**config.mk**
```make
export PLATFORM = sky130hd
export DESIGN_NAME = fetch_unit_flat
export DESIGN_NICKNAME = d
export VERILOG_FILES = /design/src/rtl/fetch_unit_if.sv /design/src/rtl/fetch_unit.sv /design/src/flat_wrapper.sv
export SDC_FILE = /design/constraint.sdc
export NUM_CORES = 1
export LEC_CHECK = 0
export CAP_MARGIN = 20
export CORE_MARGIN = 2
export CORE_UTILIZATION = 25
export DETAILED_ROUTE_END_ITERATION = 8
export HOLD_SLACK_MARGIN = 0.15
export SLEW_MARGIN = 10
export SYNTH_ARGS = -nofsm -noshare
export SYNTH_HDL_FRONTEND = slang
export SYNTH_SLANG_ARGS = --single-unit
export TNS_END_PERCENT = 10
```
**constraint.sdc**
```tcl
create_clock -name clk -period 4.8 [get_ports clk]
set_input_delay 1.44 -clock clk [delete_from_list [all_inputs] [get_ports clk]]
set_output_delay 1.44 -clock clk [all_outputs]
set_load 0.02 [all_outputs]
```
**src/rtl/fetch_unit_if.sv**
```systemverilog
// Instruction-memory bus: fetch_unit is the master, instruction_mem the slave.
interface fetch_unit_if #(
  parameter int ADDR_W = 12,
  parameter int DATA_W = 16
);
  logic [ADDR_W-1:0] add_im;
  logic              we_im;
  logic [DATA_W-1:0] data_im_in;
  logic [DATA_W-1:0] out_im;

  modport master (output add_im, we_im, data_im_in, input out_im);
  modport slave  (input add_im, we_im, data_im_in, output out_im);
endinterface

```
**src/rtl/fetch_unit.sv**
```systemverilog
// Instruction-fetch front end: program loader plus sequential fetch with branch/stall/halt.
// Optional stall/bubble performance counter is built when FETCH_PERF_EN is defined.
module fetch_unit #(
  parameter int                ADDR_W   = 12,
  parameter int                DATA_W   = 16,
  parameter logic [ADDR_W-1:0] RESET_PC = '0,
  parameter logic [3:0]        HALT_OP  = 4'hF
) (
  input  logic              clk,
  input  logic              rst_n,
  input  logic              start_load,
  input  logic              load_valid,
  input  logic [DATA_W-1:0] load_data,
  input  logic              load_last,
  output logic              load_ready,
  input  logic              start_run,
  input  logic              stall,
  input  logic              br_taken,
  input  logic [ADDR_W-1:0] br_target,
  fetch_unit_if.master      im,
  output logic [DATA_W-1:0] instr,
  output logic              instr_valid,
  output logic [ADDR_W-1:0] pc,
  output logic              halted,
  output logic              busy,
  output logic [15:0]       perf_stall_cnt
);

  typedef enum logic [1:0] {IDLE, LOAD, RUN, HALT} state_t;

  state_t            state, state_nxt;
  logic [ADDR_W-1:0] add_q, add_nxt;
  logic              we_q, we_nxt;
  logic [DATA_W-1:0] wdata_q, wdata_nxt;
  logic [ADDR_W-1:0] ld_ptr, ld_ptr_nxt;
  logic [ADDR_W-1:0] rd_addr, rd_addr_nxt;
  logic              rd_vld, rd_vld_nxt;
  logic [DATA_W-1:0] instr_nxt;
  logic              instr_valid_nxt;
  logic [ADDR_W-1:0] pc_nxt;
  logic              halted_nxt, busy_nxt, load_ready_nxt;
  logic [ADDR_W-1:0] pend;

  assign im.add_im     = add_q;
  assign im.we_im      = we_q;
  assign im.data_im_in = wdata_q;

  always_ff @(posedge clk or negedge rst_n) begin
    if (!rst_n) begin
      state       <= IDLE;
      add_q       <= RESET_PC;
      we_q        <= 1'b0;
      wdata_q     <= '0;
      ld_ptr      <= '0;
      rd_addr     <= RESET_PC;
      rd_vld      <= 1'b0;
      instr       <= '0;
      instr_valid <= 1'b0;
      pc          <= RESET_PC;
      halted      <= 1'b0;
      busy        <= 1'b0;
      load_ready  <= 1'b0;
    end else begin
      state       <= state_nxt;
      add_q       <= add_nxt;
      we_q        <= we_nxt;
      wdata_q     <= wdata_nxt;
      ld_ptr      <= ld_ptr_nxt;
      rd_addr     <= rd_addr_nxt;
      rd_vld      <= rd_vld_nxt;
      instr       <= instr_nxt;
      instr_valid <= instr_valid_nxt;
      pc          <= pc_nxt;
      halted      <= halted_nxt;
      busy        <= busy_nxt;
      load_ready  <= load_ready_nxt;
    end
  end

  // rd_addr is the next word to capture; rd_vld says out_im currently holds mem[rd_addr].
  always_comb begin
    state_nxt       = state;
    add_nxt         = add_q;
    we_nxt          = 1'b0;
    wdata_nxt       = wdata_q;
    ld_ptr_nxt      = ld_ptr;
    rd_addr_nxt     = rd_addr;
    rd_vld_nxt      = rd_vld;
    instr_nxt       = instr;
    instr_valid_nxt = instr_valid;
    pc_nxt          = pc;
    halted_nxt      = halted;
    busy_nxt        = busy;
    load_ready_nxt  = load_ready;
    pend            = rd_addr;

    case (state)
      IDLE, HALT: begin
        if (state == HALT && !stall) instr_valid_nxt = 1'b0;
        if (start_load) begin
          state_nxt       = LOAD;
          ld_ptr_nxt      = '0;
          load_ready_nxt  = 1'b1;
          busy_nxt        = 1'b1;
          halted_nxt      = 1'b0;
          instr_valid_nxt = 1'b0;
        end else if (start_run) begin
          state_nxt       = RUN;
          add_nxt         = RESET_PC;
          rd_addr_nxt     = RESET_PC;
          rd_vld_nxt      = 1'b0;
          busy_nxt        = 1'b1;
          halted_nxt      = 1'b0;
          instr_valid_nxt = 1'b0;
        end
      end

      LOAD: begin
        if (load_valid && load_ready) begin
          we_nxt     = 1'b1;
          add_nxt    = ld_ptr;
          wdata_nxt  = load_data;
          ld_ptr_nxt = ld_ptr + ADDR_W'(1);
          if (load_last) begin
            state_nxt      = IDLE;
            load_ready_nxt = 1'b0;
            busy_nxt       = 1'b0;
          end
        end
      end

      RUN: begin
        if (br_taken && instr_valid) begin
          add_nxt         = br_target;
          rd_addr_nxt     = br_target;
          rd_vld_nxt      = 1'b0;
          instr_valid_nxt = 1'b0;
        end else if (stall && instr_valid) begin
          // Re-read the pending word; it is back on out_im once add_q points at it.
          add_nxt    = rd_addr;
          rd_vld_nxt = (add_q == rd_addr);
        end else begin
          instr_valid_nxt = rd_vld;
          if (rd_vld) begin
            instr_nxt = im.out_im;
            pc_nxt    = rd_addr;
            pend      = rd_addr + ADDR_W'(1);
          end
          rd_addr_nxt = pend;
          rd_vld_nxt  = (add_q == pend);
          add_nxt     = add_q + ADDR_W'(1);
          if (rd_vld && im.out_im[DATA_W-1 -: 4] == HALT_OP) begin
            state_nxt  = HALT;
            halted_nxt = 1'b1;
            busy_nxt   = 1'b0;
            add_nxt    = add_q;
            rd_vld_nxt = 1'b0;
          end
        end
      end

      default: state_nxt = IDLE;
    endcase
  end

`ifdef FETCH_PERF_EN
  logic [15:0] stall_cnt;

  // Counts RUN cycles in which decode gets no new instruction; saturates.
  always_ff @(posedge clk or negedge rst_n) begin
    if (!rst_n) begin
      stall_cnt <= '0;
    end else if ((state == IDLE || state == HALT) && start_run && !start_load) begin
      stall_cnt <= '0;
    end else if (state == RUN && (stall || !instr_valid) && stall_cnt != 16'hFFFF) begin
      stall_cnt <= stall_cnt + 16'd1;
    end
  end

  assign perf_stall_cnt = stall_cnt;
`else
  assign perf_stall_cnt = 16'h0000;
`endif

endmodule

```
**src/flat_wrapper.sv**
```systemverilog
// flat-port wrapper written by rule: the top's interface ports become plain ports
module fetch_unit_flat 
#(
  parameter int                ADDR_W   = 12,
  parameter int                DATA_W   = 16,
  parameter logic [ADDR_W-1:0] RESET_PC = '0,
  parameter logic [3:0]        HALT_OP  = 4'hF
)
  (clk, rst_n, start_load, load_valid, load_data, load_last, load_ready, start_run, stall, br_taken, br_target, instr, instr_valid, pc, halted, busy, perf_stall_cnt, im_add_im, im_we_im, im_data_im_in, im_out_im);
  fetch_unit_if #(.ADDR_W(ADDR_W), .DATA_W(DATA_W)) im_i ();
  input  logic clk;
  input  logic rst_n;
  input  logic start_load;
  input  logic load_valid;
  input  logic [DATA_W-1:0] load_data;
  input  logic load_last;
  output logic load_ready;
  input  logic start_run;
  input  logic stall;
  input  logic br_taken;
  input  logic [ADDR_W-1:0] br_target;
  output logic [DATA_W-1:0] instr;
  output logic instr_valid;
  output logic [ADDR_W-1:0] pc;
  output logic halted;
  output logic busy;
  output logic [15:0] perf_stall_cnt;
  output wire logic [$bits(im_i.add_im)-1:0] im_add_im;
  output wire logic [$bits(im_i.we_im)-1:0] im_we_im;
  output wire logic [$bits(im_i.data_im_in)-1:0] im_data_im_in;
  input wire logic [$bits(im_i.out_im)-1:0] im_out_im;
  assign im_add_im = im_i.add_im;
  assign im_we_im = im_i.we_im;
  assign im_data_im_in = im_i.data_im_in;
  assign im_i.out_im = im_out_im;
  fetch_unit #(.ADDR_W(ADDR_W), .DATA_W(DATA_W), .RESET_PC(RESET_PC), .HALT_OP(HALT_OP)) u_core (.clk(clk), .rst_n(rst_n), .start_load(start_load), .load_valid(load_valid), .load_data(load_data), .load_last(load_last), .load_ready(load_ready), .start_run(start_run), .stall(stall), .br_taken(br_taken), .br_target(br_target), .im(im_i), .instr(instr), .instr_valid(instr_valid), .pc(pc), .halted(halted), .busy(busy), .perf_stall_cnt(perf_stall_cnt));
endmodule
```
==> reports/qor.yml, run 1 <==
setup_path:
  worstPathArrival_ns: 3.57
  cp-end-kind: "flop"
  worstPathRequired_ns: 5.02
  crit_fanout: 17
  cp-start-kind: "input pin"
  worstSetupPathType: "in2reg"
place:
  gp_congestion: 0.829
  port_buffers: 112
  hpwl_um: 10100
  dp_slack_ns: 1.09
clock_tree:
  clk_pin_slew_ns: 0.06
  cts_setup_buffers: 0
  clock-root-buffer: "clkbuf_16"
  numCtsBuffers: 9
  insertion_delay_ns: 0.35
  cts_tree: "built"
  clk_path_buf_depth: 2
  cts_sinks: 88
  ctsResizeCount: 0
  htreeDepth: 3
  cts_hold_buf: 0
logic_synthesis:
  ys.flop_type: "dfrtp_1"
  synth_cells: 505
  yosysWarnings: 0
  synth_seq_cells: 88
  async_reset_ff_share_pct: 100
  synthesis.area_mm2: 0.00490
  synth_top_area_share_pct: 44.9
  synth-edff-count: 0
  yosys.area.top_type: "dfrtp_1"
  ys_seq_area_share_pct: 44.9
  yosysUniqueCellTypes: 54
  yosys-top-cells-area: "dfrtp_1 45%, mux2_2 10%, o21ai_0 4.8%"
  synth.avg_cell_area_um2: 9.70
global_route:
  antenna_found_initial: 0
  grt_pass1_vias: 3896
  gr-total-overflow: 0
  grtUsageTotal_pct: 13.4
  grt_max_degree: 43
  grt_pass1_wl_um: 21300
timing:
  rsz0062_at_grt: "false"
  layout_min_cycle_time_ns: 3.35
  max-slew-margin-rel_pct: 45.6
  period_share_pct: 69.8
  worst_slew_pin_slew_ns: 0.816
  fmaxAchievable_mhz: 299
  report.final.hold_viol_count: 0
  setup_slack_ns: 1.45
  report.final.slew_viol_count: 0
  fin_skew_ns: 0.00703
  holdWs_ns: 0.489
  setup_tns_ns: 0
  setup-violations-final: 0
pwr:
  finalPower_w: 0.00333
  p_leak_nw: 2.72
  ir_drop_mv: 0.353
  power_density_mw_per_mm2: 514
route:
  wire_per_inst_um: 15.4
  drt_iter0_drc: 291
  ant_nets: 0
  wl_um: 13500
  first_pass_iters: 5
  vias_per_cell: 4.72
  drc: 0
  dr_total_vias: 4112
die:
  die_x_um: 144
  core_area_mm2: 0.0193
  ios: 129
  rows: 51
  dieHeight_um: 144
  start_util_pct: 25.3
  die-area_mm2: 0.0207
run_status:
  outcome: "complete, no violations"
run:
  cap_violations: 0
cells_and_area:
  area_delta_synth_final_pct: 32.2
  layout-drive-gt1-share_pct: 11.6
  nets: 661
  num_antenna_cells: 0
hold_path:
  hold_path_class: "reg2reg"
-- cell usage after synthesis (all sizes together) (2+ instances only) --
cell / count
nand3: 15
o211ai: 2
ha: 7
inv: 9
a211oi: 4
and3: 9
o21ai: 47
a32o: 4
dfrtp: 88
mux2: 44
nand3b: 2
xnor2: 8
and4: 3
nand4b: 2
o31ai: 3
clkbuf: 20
nor2: 34
nor3: 14
xor2: 23
or3: 5
and2: 3
nor3b: 2
buf: 28
nand2b: 3
nand2: 38
mux2i: 4
nor4: 4
nor2b: 4
nand4: 10
a21oi: 36
a22oi: 11
a31oi: 2
o22ai: 3
-- flip-flops by register name, summed over array words and instances (netlist names) --
name and count:
u_core.instr 16, u_core.busy 1, u_core.im.add_im 12, u_core.state 2
u_core.pc 12, u_core.im.data_im_in 16, u_core.rd_addr 12, u_core.ld_ptr 12
u_core.im.we_im 1, u_core.instr_valid 1, u_core.rd_vld 1, u_core.load_ready 1
u_core.halted 1
-- final timing paths --
check                      slack (ns)  depth (start not counted)             from             endpoint
max                              1.45                          8         br_taken  u_core.im.add_im[8]
min                              0.49                          2      u_core.busy          u_core.busy
max reg2reg                      2.29                          7  u_core.state[0]     u_core.ld_ptr[5]
min reg2reg                      0.49                          2      u_core.busy          u_core.busy
max in group asynchronous        2.94                          2            rst_n      u_core.instr[7]
min in group asynchronous        1.07                          1            rst_n  u_core.im.add_im[8]
-- critical path, stage by stage --
cell and delay [ns]:
clkdlybuf4s50_1 0.50, nand2_1 0.31, and3_1 0.38, a21oi_1 0.21, o21ai_0 0.24, buf_2 0.24
a22oi_1 0.13, o21ai_0 0.11
-- cell usage in the layout (no fill, tap or decap), types with 8 or more instances in the layout --
cell type | Yosys | routed
and3_1 | 9 | 9
clkdlybuf4s50_1 | 0 | 111
nand2_1 | 38 | 38
a22oi_1 | 11 | 11
conb_1 | 1 | 16
nand3_1 | 15 | 15
o21ai_0 | 47 | 47
xnor2_1 | 8 | 8
mux2_2 | 44 | 44
nor3_1 | 14 | 14
nand4_1 | 9 | 9
nor2_1 | 34 | 34
dfrtp_1 | 88 | 88
a21oi_1 | 35 | 35
clkbuf_16 | 0 | 9
xor2_1 | 23 | 23
inv_1 | 9 | 9
-- where the power goes --
group | switching (W) | internal, W | leakage, nW
logic | 0.000843 | 0.000682 | 1.43
registers | 0.000157 | 0.000944 | 1.16
clock network | 0.000291 | 0.000414 | 0.139
-- final cells by class --
| type | instances | area, µm² |
|---|---|---|
| Clock inverter | 3 | 42.5 |
| Fill cell | 2003 | 12900 |
| Timing Repair Buffer | 119 | 1170 |
| Clock buffer | 12 | 246 |
| Inverter | 9 | 33.8 |
| Tap cell | 265 | 332 |
| Multi-Input combinational cell | 375 | 2450 |
| Sequential cell | 88 | 2200 |
-- metrics by stage --
step           utilization (%)  cell area [µm²]  std cells
2_1_floorplan                -             4960        520
3_3_place_gp              32.0             6190        855
3_5_place_dp              32.0             6190        856
4_1_cts                   33.5             6480        871
5_1_grt                   33.5             6480        871
6_report                  33.5             6480        871
-- routing by layer --
layer,vias up,track usage (%),wire (µm)
met5,-,0,0
met4,0,5.11,298
met3,21,4.30,1000
met2,140,21.3,6300
met1,1980,17.0,5860
li1,1971,-,-
-- logic make-up after synthesis --
| group | count (synthesis) | share of synthesized area [%] |
|---|---|---|
| AOI/OAI and AO/OA | 123 | 15.1 |
| xor gates and xnor gates | 31 | 5.54 |
| adders and majority gates | 7 | 1.79 |
| buffers and inverters | 57 | 6.13 |
| DFF | 88 | 44.9 |
| muxes | 48 | 10.9 |
| other | 1 | 0.0765 |
| and+or+nand+nor | 150 | 15.5 |
Note: power is estimated with default switching activity, not from simulation.
==> inputs of run 2 (changes only) <==
- clock period: 4.8 -> 3.5 ns (I/O delays scaled with it)
==> reports/qor.yml, run 2 (same netlist as run 1, synthesis figures left out) <==
die:
  ios: 129  # unchanged
  dieHeight_um: 144  # unchanged
  die-area_mm2: 0.0207  # unchanged
  rows: 51  # unchanged
  core_area_mm2: 0.0193  # unchanged
  die_x_um: 144  # unchanged
  start_util_pct: 25.3  # unchanged
pwr:
  clockPowerShare_pct: 20.7  # -0.5 points
  p_comb_share_pct: 46.4  # +0.6 points
  seq_power_share_pct: 32.8  # -0.3 points
  p_sw_share_pct: 39.2  # +0.46 points
  power.internal_w: 0.00280  # +37%
  p_switching_w: 0.00180  # +40%
  power_density_mw_per_mm2: 706  # +37%
  ir_drop_mv: 0.438  # +24%
  p_leak_nw: 2.74  # +0.64%
clock_tree:
  numCtsBuffers: 9  # unchanged
  clock-root-buffer: "clkbuf_16"
  cts_sinks: 88  # unchanged
  clk_path_buf_depth: 2  # unchanged
  htreeDepth: 3  # unchanged
  insertion_delay_ns: 0.35  # about the same
  cts_hold_buf: 0  # unchanged
  cts_setup_buffers: 0  # unchanged
  cts_tree: "built"
  clk_pin_slew_ns: 0.07  # about the same
  ctsResizeCount: 0  # unchanged
route:
  ant_nets: 0  # unchanged
  first_pass_iters: 4  # -1
  vias_per_cell: 4.68  # -0.80%
  wl_um: 13500  # +0.34%
  drt_iter0_drc: 285  # -2.1%
  drc: 0  # unchanged
  dr_total_vias: 4098  # -0.34%
  wire_per_inst_um: 15.4  # -0.12%
run:
  cap_violations: 0  # unchanged
global_route:
  grt_pass1_vias: 4009  # +2.9%
  gr-total-overflow: 0  # unchanged
  antenna_found_initial: 0  # unchanged
  grt_pass1_wl_um: 21400  # +0.68%
  grt_max_degree: 48  # +12%
  grtUsageTotal_pct: 13.4  # -0.019 points
cells_and_area:
  layout-drive-gt1-share_pct: 12.5  # +0.91 points
  fin_util_pct: 33.7  # +0.21 points
  layout_commonest_cell: "clkdlybuf4s50_1"
  nets: 664  # +0.45%
  num_antenna_cells: 0  # unchanged
  fillers: 2003  # unchanged
  most-common-layout-cells: "111 x clkdlybuf4s50_1, 88 x dfrtp_1, 47 x o21ai_0"
  area_delta_synth_final_pct: 33.0
run_status:
  outcome: "complete, no violations"
timing:
  max-slew-margin-rel_pct: 51.0  # +5.4 points
  layout_min_cycle_time_ns: 2.72
  report.final.hold_viol_count: 0  # unchanged
  worst_slew_pin_slew_ns: 0.732  # -0.0833 ns
  rsz0062_at_grt: "false"
  setup-violations-final: 0  # unchanged
  report.final.slew_viol_count: 0  # unchanged
  period_share_pct: 77.7
  setup_tns_ns: 0  # unchanged
  fin_skew_ns: 0.00671  # -0.000323 ns
  fmaxAchievable_mhz: 368
setup_path:
  worstSetupPathType: "reg2out"
  cp-end-kind: "output port"
  cp_slowest_stage_delay_ns: 0.73  # +0.23 ns
  slowest_stage: "clkdlybuf4s50_1"
  crit_path_cell_trace: "clkdlybuf4s50_1"
  crit_fanout: 10  # -7
  path_buf_inv: 1  # -1
  cp-start-kind: "flop"
  cpLargestDelayFamily: "buffers and inverters"
  worstPathArrival_ns: 1.67  # -1.90 ns
  worstPathRequired_ns: 2.45  # -2.57 ns
place:
  hpwl_um: 10100  # about the same
  port_buffers: 112  # unchanged
  gp_congestion: 0.849  # +2.4%
hold_path:
  hold_path_class: "reg2reg"
[run 2: path summary, 6_finish.rpt]
kind | from | to | slack (ns) | cells past startpoint
worst min register to register | u_core.busy | u_core.busy | 0.50 | 2
worst max-delay path | u_core.im.add_im[3] | im_add_im[3] | 0.78 | 1
worst min-delay path | u_core.busy | u_core.busy | 0.50 | 2
min in group asynchronous | rst_n | u_core.im.data_im_in[12] | 0.69 | 1
max in group asynchronous | rst_n | u_core.instr[9] | 2.14 | 2
worst max register to register | u_core.state[0] | u_core.im.add_im[11] | 1.06 | 8
[run 2: layer usage]
layer  global-route usage [%]  up-vias  routed length [µm]
li1                         -     1985                   -
met2                     22.0      130                6520
met4                     4.75        0                 232
met3                     3.97       17                 911
met5                        0        -                   0
met1                     16.8     1966                5840
[run 2: through the flow]
step | total power (W) | hold slack, ns | setup slack, ns | std cells | instance area (µm²)
floorplan | 0.00279 | 0.499 | 1.12 | 520 | 4960
finish | 0.00460 | 0.502 | 0.781 | 875 | 6520
global placement | 0.00365 | 0.473 | 0.427 | 858 | 6220
detailed placement | 0.00368 | 0.492 | 0.523 | 859 | 6230
global route | 0.00491 | 0.523 | 0.677 | 875 | 6520
CTS | 0.00466 | 0.507 | 0.764 | 875 | 6520
[run 2: layout make-up]
class	instances	area, µm²	share of cell area, %
clock buffers	12	267	4.09
well taps	265	332	5.09
clock inverters	4	27.5	0.422
flip-flops and latches	88	2200	33.8
repair buffers	122	1200	18.5
multi-input cells	375	2450	37.7
inverters	9	33.8	0.518
[run 2: power by group through the flow]
stage | Combinational, W | Clock (W) | Sequential [W]
floorplan | 0.00102 | 0 | 0.00177
global placement | 0.00213 | 0 | 0.00152
detailed placement | 0.00215 | 0 | 0.00153
CTS | 0.00216 | 0.000989 | 0.00151
global route | 0.00233 | 0.00103 | 0.00155
finish | 0.00214 | 0.000954 | 0.00151
